File: src/rtl/icache_dm.sv
// icache_dm -- direct-mapped, one-word-per-line instruction cache.
//
// It sits between the core fetch stage and the slow memory instruction port.
// A hit returns the instruction combinationally in the same cycle. A miss
// stalls fetch and fetches the word over the instrreq/abort handshake. It then
// fills the line and replays the lookup on the current pc.
//
// Ports:
//   clk        rising-edge clock
//   reset      synchronous, active-high
//   pc         fetch byte address (bits [1:0] ignored)
//   fetch_en   core requests an instruction this cycle
//   invalidate one-cycle pulse, clears every valid bit
//   instr_out  instruction at pc (meaningful when stall=0)
//   stall      fetch must hold pc and retry
//   instrreq   registered memory request
//   instradr   registered word-aligned request address
//   instr      memory read data
//   abort      memory status; low = instr valid (once armed)
//   hit_cnt    fetch hits since reset (wraps)
//   miss_cnt   misses since reset (wraps)
module icache_dm #(
    parameter int LINES = 16
) (
    input  logic        clk,
    input  logic        reset,
    input  logic [31:0] pc,
    input  logic        fetch_en,
    input  logic        invalidate,
    output logic [31:0] instr_out,
    output logic        stall,
    output logic        instrreq,
    output logic [31:0] instradr,
    input  logic [31:0] instr,
    input  logic        abort,
    output logic [31:0] hit_cnt,
    output logic [31:0] miss_cnt
);
    localparam int IDX   = $clog2(LINES);
    localparam int TAG_W = 30 - IDX;

    localparam logic [1:0] IDLE = 2'd0;
    localparam logic [1:0] ARM  = 2'd1;
    localparam logic [1:0] WAIT = 2'd2;

    logic [1:0]       state;
    logic [31:0]      data_mem [LINES];
    logic [TAG_W-1:0] tag_mem  [LINES];
    logic [LINES-1:0] valid;

    logic [IDX-1:0]   fill_idx;
    logic [TAG_W-1:0] fill_tag;

    logic [IDX-1:0]   lk_idx;
    logic [TAG_W-1:0] lk_tag;
    logic             hit;
    logic             fill_fire;
    logic             unused_pc_lsb;

    // Lookup stage: the cache is purely combinational on pc.
    assign lk_idx        = pc[IDX+1:2];
    assign lk_tag        = pc[31:IDX+2];
    assign unused_pc_lsb = ^pc[1:0];
    assign hit           = valid[lk_idx] && (tag_mem[lk_idx] == lk_tag);
    assign instr_out     = data_mem[lk_idx];
    assign stall         = (state != IDLE) || (fetch_en && !hit);

    // The fill edge. A coincident invalidate wins, so the line is left invalid.
    assign fill_fire = (state == WAIT) && !abort && !invalidate;

    // Control stage: FSM, request handshake, valid bits and counters.
    always_ff @(posedge clk) begin
        if (reset) begin
            state    <= IDLE;
            instrreq <= 1'b0;
            instradr <= 32'd0;
            valid    <= '0;
            hit_cnt  <= 32'd0;
            miss_cnt <= 32'd0;
        end else begin
            case (state)
                IDLE: begin
                    if (fetch_en) begin
                        if (hit) begin
                            hit_cnt <= hit_cnt + 32'd1;
                        end else begin
                            instradr <= {pc[31:2], 2'b00};
                            instrreq <= 1'b1;
                            miss_cnt <= miss_cnt + 32'd1;
                            state    <= ARM;
                        end
                    end
                end
                // abort may still be low from the previous delivery. Only a
                // sampled high arms the wait for fresh data.
                ARM: begin
                    if (abort) state <= WAIT;
                end
                WAIT: begin
                    if (!abort) begin
                        instrreq <= 1'b0;
                        state    <= IDLE;
                        if (!invalidate) valid[fill_idx] <= 1'b1;
                    end
                end
                default: begin
                    instrreq <= 1'b0;
                    state    <= IDLE;
                end
            endcase
            if (invalidate) valid <= '0;
        end
    end

    // Data stage: latched fill target and line storage (no reset needed).
    always_ff @(posedge clk) begin
        if (state == IDLE && fetch_en && !hit) begin
            fill_idx <= lk_idx;
            fill_tag <= lk_tag;
        end
        if (!reset && fill_fire) begin
            data_mem[fill_idx] <= instr;
            tag_mem[fill_idx]  <= fill_tag;
        end
    end
endmodule

File: config.mk
export PLATFORM = sky130hd
export DESIGN_NAME = icache_dm
export DESIGN_NICKNAME = d
export VERILOG_FILES = /design/src/rtl/icache_dm.sv
export SDC_FILE = /design/constraint.sdc
export NUM_CORES = 1
export LEC_CHECK = 0
export CAP_MARGIN = 20
export CORE_MARGIN = 3
export CORE_UTILIZATION = 45
export CTS_BUF_LIST = sky130_fd_sc_hd__clkbuf_2
export DETAILED_ROUTE_END_ITERATION = 7
export PLACE_DENSITY = 0.62
export REMOVE_ABC_BUFFERS = 1
export SLEW_MARGIN = 20
export SYNTH_ARGS = -nofsm -noshare
export SYNTH_HDL_FRONTEND = slang
export SYNTH_SLANG_ARGS = --single-unit
File: constraint.sdc
create_clock -name clk -period 7.7 [get_ports clk]
set_clock_uncertainty 0.05 [all_clocks]
set_input_delay 1.54 -clock clk [delete_from_list [all_inputs] [get_ports clk]]
set_output_delay 1.54 -clock clk [all_outputs]
set_load 0.005 [all_outputs]
=== Yosys cells after proc, flatten, opt, wreduce, memory -nomap -nowiden ===
Memory sizes are Yosys's and may differ from the RTL's.
Index checks and enable logic that the tools add are counted.

* Output and inout bits: 130
* Flip-flop bits (word level): 143
* Memories: 2
* Input bits: 69
* Word-level logic and storage cells: 62
* Memory bits (writable): 928

* Eq/ne operators: 7
* Bitwise operators: 4
* Mux-type cells: 15
* Add/sub/neg operators: 2
* Reduce and logical (&&, ||, !) cells: 21
* Order comparisons: 3

{| class="wikitable"
|+ Memory list
! memory !! words !! width !! rd ports !! clocked after memory_dff !! wr ports !! line !! text
|-
| data_mem || 16 || 32 || 1 || 0 || 1 || 47 || <nowiki>logic [31:0] data_mem [LINES];</nowiki>
|-
| tag_mem || 16 || 26 || 1 || 0 || 1 || 48 || <nowiki>logic [TAG_W-1:0] tag_mem [LINES];</nowiki>
|}

{| class="wikitable"
|+ Operators by type and width
! kind !! number
|-
| adder 32 x 1 -> 32 bit, second input constant || 2
|-
| equality test 26 bit || 1
|-
| bitwise OR 16 bit || 1
|-
| < comparator 4 x 5 -> 1 bit, second input constant || 2
|-
| logical AND 1 bit || 8
|-
| 2-to-1 mux 2 bit || 4
|-
| != test 2 bit, second input constant || 4
|-
| AND reduction 4 bit || 2
|-
| 2-to-1 mux 1 bit || 7
|-
| case mux 2 bit (3 select lines) || 1
|-
| AND reduction 3 bit || 2
|-
| binary-select mux 1 bit (select 4 bit) || 1
|-
| demux 1 bit (select 4 bit) || 1
|-
| greater-or-equal comparator 4 x 1 -> 1 bit, second input constant || 1
|-
| logical NOT 1 bit || 4
|-
| inverter 1 bit || 3
|-
| case mux 1 bit (3 select lines) || 1
|-
| equality test 2 x 1 -> 1 bit, second input constant || 1
|-
| equality test 2 bit, second input constant || 1
|-
| logical NOT 2 bit || 1
|-
| AND reduction 2 bit || 1
|-
| nonzero test 2 bit || 1
|-
| OR reduction 2 bit || 1
|-
| logical OR 1 bit || 1
|}

=== Logic depth before layout (Yosys ltp) ===
Gate-level depths: netlist of the first run.

* Word-level depth: 6
* Depth in mapped cells: 16
* Depth with buffers taken out: 10

=== Worst setup path before layout of the first run ===
No wires, ideal clock.

* Path kind: input -> register
* Start point: input invalidate
* End point: memory data_mem[0][0], enable pin
* Path slack: 0.692 ns
* Stages on the path: 4
* Data arrival time: 6.411 ns
* Data required time: 7.102 ns
* Buffers on the path: 0
* Cells stage by stage: nor2_1 -> nand3_1 -> or3_1 -> nor3_1

* Longest elaborated chain between the ends: 5

{| class="wikitable"
|+ Ends and longest elaborated chain
! item !! line !! text
|-
| start, declared || 29 || <nowiki>input logic invalidate,</nowiki>
|-
| logical NOT 1 bit || - ||
|-
| logical AND 1 bit || 69 || <nowiki>assign fill_fire = (state == WAIT) && !abort && !invalidate;</nowiki>
|-
| logical AND 1 bit || 121 || <nowiki>if (!reset && fill_fire) begin</nowiki>
|-
| 2-to-1 mux 1 bit || 121 ||
|-
| 2-to-1 mux 1 bit (not written as such) || 122 || <nowiki>data_mem[fill_idx] <= instr;</nowiki>
|-
| end, declared || 47 ||
|}

No other way between the ends.

=== Worst setup path in the final report of the first run ===
* Start point: input pc[3]
* End point: output stall

* Longest elaborated chain between the ends: 6
* Elaborated cells between the ends (all ways): 8

{| class="wikitable"
|+ Ends and longest elaborated chain
! item !! line !! text
|-
| start, declared || 27 || <nowiki>input logic [31:0] pc,</nowiki>
|-
| memory (16 x 26 bit) / binary-select mux 1 bit (select 4 bit) (equally long branches) || - ||
|-
| equality test 26 bit / 2-to-1 mux 1 bit (equally long branches) || 64 || <nowiki>assign hit = valid[lk_idx] && (tag_mem[lk_idx] == lk_tag);</nowiki>
|-
| logical AND 1 bit * || 64 ||
|-
| logical NOT 1 bit * || 66 || <nowiki>assign stall = (state != IDLE) || (fetch_en && !hit);</nowiki>
|-
| logical AND 1 bit * || 66 ||
|-
| logical OR 1 bit * || 66 ||
|-
| end, declared || 31 || <nowiki>output logic stall,</nowiki>
|}

Mark *: on every way between the ends. The rest lies on a longest branch, timed or not. The select of a mux whose other input is x is not followed.

==> metrics, run 1 <==
area of the core region 90800 µm²; achievable frequency 145 MHz; required arrival time at the worst endpoint about 6100 ps; worst max-slew margin expressed relative to the limit 0.289; maximum buffer depth of the clock tree 4; endpoint of the worst register-to-register path hit_cnt[29]; floorplan row count 110; worst hold margin 406 ps; Residual DRC 0; number of vias per cell 5.73; main flop type after synthesis edfxtp_1; type of element capturing the critical path output port; reg2reg start tag_mem[10][18]; largest net degree at the start of global routing 105; global-route wire length before repair approximately 140000 µm; commonest non-fill, non-tap cells in the layout edfxtp_1, clkbuf_2, mux4_2; number of buffers added to fix hold violations after cts 0; Top Ports 199; area added between synthesis and finish 14.6%; Cell Area, Synth 41600 µm²; gp weighted congestion between 0.7 and 0.8; largest voltage drop on the vdd net 0.000145 V; class of the tightest hold or removal check reg2reg; total half-perimeter wirelength after legalization and detailed placement about 51000 µm; part of the Yosys area used for sequential elements 0.746; number of synthesized register bits 1071; run status finished, final reports clean; number of antenna violations at the first check in global routing 3; Worst Reg-to-Reg Cells 9; Antenna Violating Nets Remaining 0; fin crit share 0.898; clock transition time at the flip-flop clock pins of the worst setup and hold paths 100 ps; TritonCTS clock tree yes; min cycle time layout just under 7000 ps; mean instance size in the synthesized netlist 20.2 µm²; nets 2565; number of unique standard cell types used by synthesis between 60 and 70; Routed Wire Length between 90000 and 100000 µm; placement-stage worst setup slack around 760 ps; Worst Setup Path Type in2out; unrepaired setup endpoints after global routing false; cell area power density 227 nW/µm²; count of buffers inserted at the top-level ports 194; WL per Instance 25.1 µm; chip width 310 µm; violation count after the first detailed-route iteration between 1500 and 2000; htree depth 5; FFs w/ async S/R, synth 0; final hold violations 0; setup TNS after final layout 0 ps; type of element launching the critical path primary input; worst min-delay path endpoint valid[6]; Setup violations, final 0; Final Slew Violations 0; Worst Tran Pin Value 1060 ps; grt total ovfl 0; clock latency of the later-clocked register in the worst-skew pair 1470 ps; fraction of layout cells with a size suffix above 1 0.302; die span in y 310 µm; count of flip-flops with a built-in enable after synthesis 958; reported max-cap violation count 0; maximum fanout encountered on the critical timing path 43; register-to-register setup slack 3210 ps; cell at the root of the clock tree clkbuf_2; starting density of the core 0.458; Gates resized, CTS repair 0; TritonCTS Buffers 290; Hold Path Stages 1; cell leakage power approximately 16 nW; CTS sink cnt ~1100; number of instances in the synthesized netlist approximately 2100; via count of the first global-routing pass 23100; leading cell type in the layout, fill and taps excluded edfxtp_1; overall fraction of global-route tracks in use 0.204; Worst Hold Launch valid[6]; overall via count from detail_route 22100; yosys synthesis warning count 0; first-pass iteration count of the detailed router 5; # Post-CTS Setup Buffers 0; CP Data Arrival Time 5330 ps; Die Footprint 96100 µm²; final setup margin 782 ps
==> per-layer routing <==
layer / up-vias / routed length [µm] / track usage / share of wire
li1: 9535 / - / - / -
met1: 11600 / 40700 / 0.277 / 0.42
met2: 851 / 48100 / 0.330 / 0.50
met3: 159 / 6150 / 0.0426 / 0.063
met4: 2 / 1940 / 0.0742 / 0.020
met5: - / 13 / 0 / 0.00013
==> critical path, cell delays in order <==
cell and delay [ps]:
buf_8 350, buf_4 490, mux4_2 570, a22oi_1 240, a21oi_1 110, a211oi_1 410
and3_1 240, or4bb_1 470, nor2_1 150, o21ai_0 140, clkdlybuf4s50_1 480
==> Yosys cell counts, types with 14 or more instances <==
| cell type | instances | area share |
|---|---|---|
| nand3_1 | 22 | 0.0026 |
| mux2i_1 | 86 | 0.021 |
| edfxtp_1 | 958 | 0.69 |
| xnor2_1 | 24 | 0.0051 |
| mux4_2 | 262 | 0.14 |
| buf_2 | 26 | 0.0031 |
| nor2b_1 | 14 | 0.0021 |
| or4_1 | 23 | 0.0042 |
| clkbuf_1 | 40 | 0.0036 |
| nor2_1 | 85 | 0.0077 |
| nand2_1 | 44 | 0.0040 |
| nand4_1 | 21 | 0.0032 |
| mux2_2 | 15 | 0.0041 |
| a21oi_1 | 49 | 0.0059 |
| buf_1 | 18 | 0.0016 |
| dfxtp_1 | 113 | 0.054 |
| a21o_1 | 20 | 0.0036 |
| o31ai_1 | 24 | 0.0043 |
| and3_1 | 14 | 0.0021 |
| o21ai_0 | 15 | 0.0018 |
| inv_1 | 19 | 0.0017 |
| nor3_1 | 19 | 0.0023 |
==> cell type report <==
type                            count  area [µm²]
Antenna cell                        8        20.0
Clock inverter                     47         342
Clock buffer                      427        2140
Fill cell                        7271       43200
Timing Repair Buffer              247        2490
Sequential cell                  1071       31000
Inverter                           22        85.1
Tap cell                         1176        1470
Multi-Input combinational cell    862       10100
==> kinds of logic after synthesis <==
group,count (synthesis),share of synthesized area
flops,1071,0.746
mux,363,0.167
simple gates,305,0.0398
compound gates,153,0.0248
buf+inv,124,0.0141
xor+xnor,37,0.00779
fa+ha+maj,2,0.000602
other cells,1,0.0000902
==> registers in the layout (all words and copies together) (netlist names) <==
| signal | count |
|---|---|
| data_mem | 512 |
| fill_idx | 4 |
| fill_tag | 26 |
| hit_cnt | 32 |
| instradr | 30 |
| instrreq | 1 |
| miss_cnt | 32 |
| state | 2 |
| tag_mem | 416 |
| valid | 16 |
==> power breakdown <==
group	switching, W	total (W)	internal [W]	leakage, nW
sequential	0.0000459	0.00640	0.00635	9.54
combinational	0.000295	0.000572	0.000277	4.27
clock	0.00220	0.00385	0.00165	1.95
total	0.00254	0.0108	0.00828	15.8
==> worst max-delay path by stage <==
stage	startpoint	end	slack, ps	cells after the start
2_1_floorplan	invalidate	data_mem[0][0]	360	4
3_3_place_gp	pc[3]	stall	740	11
3_5_place_dp	pc[4]	stall	760	11
4_1_cts	pc[4]	stall	760	11
5_1_grt	pc[3]	stall	520	11
6_report	pc[3]	stall	780	11
==> stage by stage <==
stage,util,instance area [µm²],std cells,power (W)
finish,0.525,47700,3860,0.0108
global route,0.525,47700,3860,0.0113
CTS,0.524,47600,3852,0.0110
detailed placement,0.497,45200,3378,0.00711
global placement,0.497,45200,3378,0.00710
floorplan,-,41100,1955,0.00677
No activity file was read; power rests on OpenSTA's default activity.
==> inputs of run 2 (changes only) <==
Settings changed: CORE_MARGIN 3 to 5, CTS_BUF_LIST sky130_fd_sc_hd__clkbuf_2 to not set, SKIP_CTS_REPAIR_TIMING set to 1.
==> metrics, run 2 (synthesized netlist as in run 1, its figures left out) <==
run status finished, final reports clean; setup TNS after final layout 0 ps (unchanged); largest voltage drop on the vdd net 0.000171 V (+18%); CP Data Arrival Time 5340 ps (about the same); count of buffers inserted at the top-level ports 194 (unchanged); registers with the most flip-flops data_mem (512), tag_mem (416); reported max-cap violation count 0 (unchanged); area added between synthesis and finish 17.6%; unrepaired setup endpoints after global routing false; clock latency of the later-clocked register in the worst-skew pair 700 ps (-770 ps); total half-perimeter wirelength after legalization and detailed placement 52400 µm (+1.8%); required arrival time at the worst endpoint 6110 ps (about the same); clock transition time at the flip-flop clock pins of the worst setup and hold paths 60 ps (-40 ps); gp weighted congestion 0.769 (-2.4%); maximum fanout encountered on the critical timing path 42 (-2.3%); placement-stage worst setup slack 734 ps (-26.5 ps); achievable frequency 144 MHz (-0.12%); cell area power density 252 nW/µm² (+11%); Residual DRC 0 (unchanged); floorplan row count 111 (+0.91%); commonest non-fill, non-tap cells in the layout edfxtp_1, mux4_2, clkdlybuf4s50_1; die span in y 314 µm (+1.3%); post-layout util 0.534 (+0.00896); max FFs per register 512 (unchanged); fin crit share 0.899 (+0.00111); Setup violations, final 0 (unchanged); Antenna Violating Nets Remaining 0 (unchanged); first-pass iteration count of the detailed router 5 (unchanged); WL per Instance 26.5 µm (+5.6%); overall fraction of global-route tracks in use 0.192 (-0.0119); global-route wire length before repair 142000 µm (-1.6%); grt total ovfl 0 (unchanged); worst hold margin 401 ps (-4.51 ps); cells along the critical path buf_6, buf_4, mux4_2, mux2i_1, mux2i_1, xor2_1, or4_4, or4_4, nor2_1, o21ai_0, clkdlybuf4s50_1; register with the most flip-flops data_mem; type of element launching the critical path primary input; delay of the slowest cell on the worst path 590 ps (+20 ps); TritonCTS clock tree yes; fill cell instance count of the final layout 7063 (-2.9%); leading cell type in the layout, fill and taps excluded edfxtp_1; overall via count from detail_route 21100 (-4.4%); worst max-slew margin expressed relative to the limit 0.310 (+0.0209); Routed Wire Length 95600 µm (-1.4%); starting density of the core 0.454 (-0.00412); Worst path slowest cell or4_4; maximum buffer depth of the clock tree 3 (-1); Die Footprint 98600 µm² (+2.6%); chip width 314 µm (+1.3%); Top Ports 199 (unchanged); type of element capturing the critical path output port; final hold violations 0 (unchanged); class of the tightest hold or removal check reg2reg; min cycle time layout 6930 ps (+8.52 ps); cell at the root of the clock tree clkbuf_16; htree depth 3 (-2); nets 2390 (-6.8%); area of the core region 91700 µm² (+0.91%); TritonCTS Buffers 110 (-62%); largest net degree at the start of global routing 82 (-22%); final setup margin 774 ps (-8.52 ps); violation count after the first detailed-route iteration 1912 (-2.3%); number of vias per cell 5.86 (+2.3%); Worst Tran Pin Value 1030 ps (-31.2 ps); Worst Setup Path Type in2out; cell leakage power 15.6 nW (-0.73%); CTS sink cnt 1071 (unchanged); Final Slew Violations 0 (unchanged); number of antenna violations at the first check in global routing 4 (+1); fraction of layout cells with a size suffix above 1 0.218 (-0.0835); via count of the first global-routing pass 21700 (-6.1%)
-- run 2: cell types whose count changed in the layout (fill, tap and decap cells not counted), sizes merged --
cell      before  now
clkbuf       427  141
inv           26   24
buf           58   63
diode          8    3
clkinv        37   54
bufinv         6   12
clkinvlp       0    1
-- run 2: final timing paths --
| path | startpoint | endpoint | slack, ps | cells after the start |
|---|---|---|---|---|
| worst max-delay path | pc[4] | stall | 770 | 11 |
| worst min-delay path | valid[2] | valid[2] | 400 | 1 |
| worst max register to register | tag_mem[15][18] | hit_cnt[27] | 3350 | 9 |
| worst min register to register | valid[2] | valid[2] | 400 | 1 |
-- run 2: cell type report --
cell class,instances,area [µm²],share of cell area
diodes,3,7.51,0.000153
clock buffers,141,2970,0.0607
clock inverters,69,749,0.0153
inverters,22,85.1,0.00174
multi-input cells,862,10100,0.206
flip-flops and latches,1071,31000,0.634
well taps,1186,1480,0.0303
repair buffers,252,2500,0.0511
-- run 2: through the flow --
stage / std cells / total power, W / instance area (µm²)
3_3_place_gp: 3393 / 0.00709 / 45200
6_report: 3606 / 0.0123 / 48900
3_5_place_dp: 3393 / 0.00711 / 45200
5_1_grt: 3603 / 0.0128 / 48900
4_1_cts: 3603 / 0.0125 / 48900
2_1_floorplan: 1955 / 0.00677 / 41100
-- run 2: power breakdown --
part           internal (W)  switching (W)
clock network       0.00314        0.00223
logic              0.000276       0.000291
registers           0.00636      0.0000471
-- run 2: per-layer routing --
| layer | wire length, µm | vias up | GRT usage |
|---|---|---|---|
| li1 | - | 9051 | - |
| met1 | 40500 | 11300 | 0.264 |
| met2 | 47300 | 678 | 0.323 |
| met3 | 6050 | 138 | 0.0377 |
| met4 | 1750 | 4 | 0.0439 |
| met5 | 27 | - | 0 |
-- run 2: critical path, delay by kind of cell --
family                    cells  cell delay (ps)
buffers and inverters         3             1460
and+or+nand+nor               3             1340
AOI/OAI and AO/OA             1              130
muxes                         3              600
xor gates and xnor gates      1              170
==> inputs of run 3 (changes only) <==
==> constraint.sdc (replaced) <==
create_clock -name clk -period 7.7 [get_ports clk]
set_clock_uncertainty 0.05 [all_clocks]
set_input_delay 1.925 -clock clk [delete_from_list [all_inputs] [get_ports clk]]
set_output_delay 1.925 -clock clk [all_outputs]
set_load 0.005 [all_outputs]
==> metrics, run 3 (synthesized netlist as in run 1, its figures left out) <==
first-pass iteration count of the detailed router 7 (+2); number of vias per cell 5.87 (+0.19%); met2 routing resource usage after global routing 0.320 (-0.00333); Worst Tran Pin Value 1110 ps (+78.0 ps); Hold Path Stages 1 (unchanged); CP Data Arrival Time 5420 ps (+80 ps); cell area power density 251 nW/µm² (-0.52%); area of the core region 91700 µm² (unchanged); Final Slew Violations 0 (unchanged); fraction of layout cells with a size suffix above 1 0.228 (+0.00908); Critical Path Source pc[4]; Worst Hold Launch valid[11]; run status finished, final reports clean; placement-stage worst setup slack 281 ps (-453 ps); registers with the most flip-flops data_mem (512), tag_mem (416); fin crit share 0.961 (+0.0612); maximum buffer depth of the clock tree 3 (unchanged); endpoint of the worst register-to-register path instradr[17]; Residual DRC 0 (unchanged); busiest layer in global routing met2; floorplan row count 111 (unchanged); largest net degree at the start of global routing 97 (+18%); final hold violations 0 (unchanged); starting density of the core 0.454 (unchanged); CTS sink cnt 1071 (unchanged); total half-perimeter wirelength after legalization and detailed placement 53100 µm (+1.4%); required arrival time at the worst endpoint 5730 ps (-380 ps); Setup violations, final 0 (unchanged); chip width 314 µm (unchanged); global-route wire length before repair 143000 µm (+1.1%); violation count after the first detailed-route iteration 1876 (-1.9%); worst max-slew margin expressed relative to the limit 0.258 (-0.0522); post-layout util 0.536 (+0.00191); max FFs per register 512 (unchanged); TritonCTS clock tree yes; unrepaired setup endpoints after global routing false; register-to-register setup slack 3120 ps (-230 ps); grt total ovfl 0 (unchanged); register with the most flip-flops data_mem; reported max-cap violation count 0 (unchanged); class of the tightest hold or removal check reg2reg; die span in y 314 µm (unchanged); Worst Reg-to-Reg Cells 11 (+2); type of element launching the critical path primary input; cell at the root of the clock tree clkbuf_16; Top Ports 199 (unchanged); leading cell type in the layout, fill and taps excluded edfxtp_1; htree depth 3 (unchanged); met3 track demand over resource in global routing 0.0336 (-0.00408); achievable frequency 135 MHz (-6.4%); nets 2403 (+0.54%); Antenna Violating Nets Remaining 0 (unchanged); maximum fanout encountered on the critical timing path 28 (-33%); met1 usage 0.275 (+0.0106); cell leakage power 15.7 nW (+0.66%); min cycle time layout 7400 ps (+471 ps); combined area of the multi-input logic cells 10100 µm² (about the same); Worst Setup Path Type in2out; area occupied by registers 31000 µm² (unchanged); worst min-delay path endpoint valid[11]; commonest non-fill, non-tap cells in the layout edfxtp_1, mux4_2, clkdlybuf4s50_1; fill cell instance count of the final layout 7026 (-0.52%); clock transition time at the flip-flop clock pins of the worst setup and hold paths 60 ps (about the same); TritonCTS Buffers 109 (-0.91%); overall fraction of global-route tracks in use 0.194 (+0.00186); via count of the first global-routing pass 21900 (+0.90%); overall via count from detail_route 21200 (+0.39%); clock latency of the later-clocked register in the worst-skew pair 690 ps (about the same); count of buffers inserted at the top-level ports 194 (unchanged); Routed Wire Length 95800 µm (+0.26%); type of element capturing the critical path output port; Die Footprint 98600 µm² (unchanged); WL per Instance 26.5 µm (about the same); number of antenna violations at the first check in global routing 5 (+1); reg2reg start tag_mem[2][16]; largest voltage drop on the vdd net 0.000200 V (+17%); final setup margin 303 ps (-471 ps); area added between synthesis and finish 18.1%; gp weighted congestion 0.754 (-2.0%)
-- run 3: changes by cell type in the layout (fill, tap and decap cells not counted), moves of 2 or more --
cell,before,now
diode_2,3,1
clkinv_16,4,2
buf_12,9,18
clkinv_1,29,19
buf_4,50,55
clkinvlp_4,1,5
clkbuf_1,23,17
clkinv_2,15,26
clkinv_4,5,2
-- run 3: critical path, stage by stage --
cell and delay [ps]:
buf_6 310, mux4_2 570, mux4_2 500, xor2_1 160, nor2_1 200, o2111ai_1 320, or4_4 670, nor2_1 150
o21ai_0 110, clkdlybuf4s50_1 470
-- run 3: layout make-up --
cell class,count,share of cell area
Timing Repair Buffer,266,0.0554
Multi-Input combinational cell,862,0.205
Inverter,22,0.00173
Clock inverter,71,0.0156
Clock buffer,134,0.0596
Sequential cell,1071,0.632
Antenna cell,1,0.0000510
Tap cell,1186,0.0302
-- run 3: power by group --
| group | switching, W | internal (W) | total (W) |
|---|---|---|---|
| sequential | 0.0000463 | 0.00636 | 0.00641 |
| combinational | 0.000295 | 0.000285 | 0.000580 |
| clock | 0.00220 | 0.00314 | 0.00534 |
| total | 0.00254 | 0.00979 | 0.0123 |
-- run 3: per-layer routing --
metal	vias up	routed length [µm]
met5	-	111
li1	9085	-
met3	132	5730
met1	11300	41000
met2	660	47200
met4	8	1830
-- run 3: worst max path at each step --
stage | end | slack (ps) | cells after the start
finish | stall | 300 | 10
global route | stall | 120 | 11
CTS | stall | 260 | 10
detailed placement | stall | 280 | 11
global placement | stall | 240 | 10
floorplan | data_mem[0][0] | -30 | 4
-- run 3: metrics by stage --
stage | std cells | instance area [µm²] | hold WS, ps | TNS, ps | power [W]
6_report | 3613 | 49100 | 403 | 0 | 0.0123
5_1_grt | 3612 | 49100 | 417 | 0 | 0.0128
4_1_cts | 3612 | 49100 | 403 | 0 | 0.0125
3_5_place_dp | 3407 | 45400 | 386 | 0 | 0.00712
3_3_place_gp | 3407 | 45400 | 377 | 0 | 0.00711
2_1_floorplan | 1955 | 41100 | 371 | -1730 | 0.00677
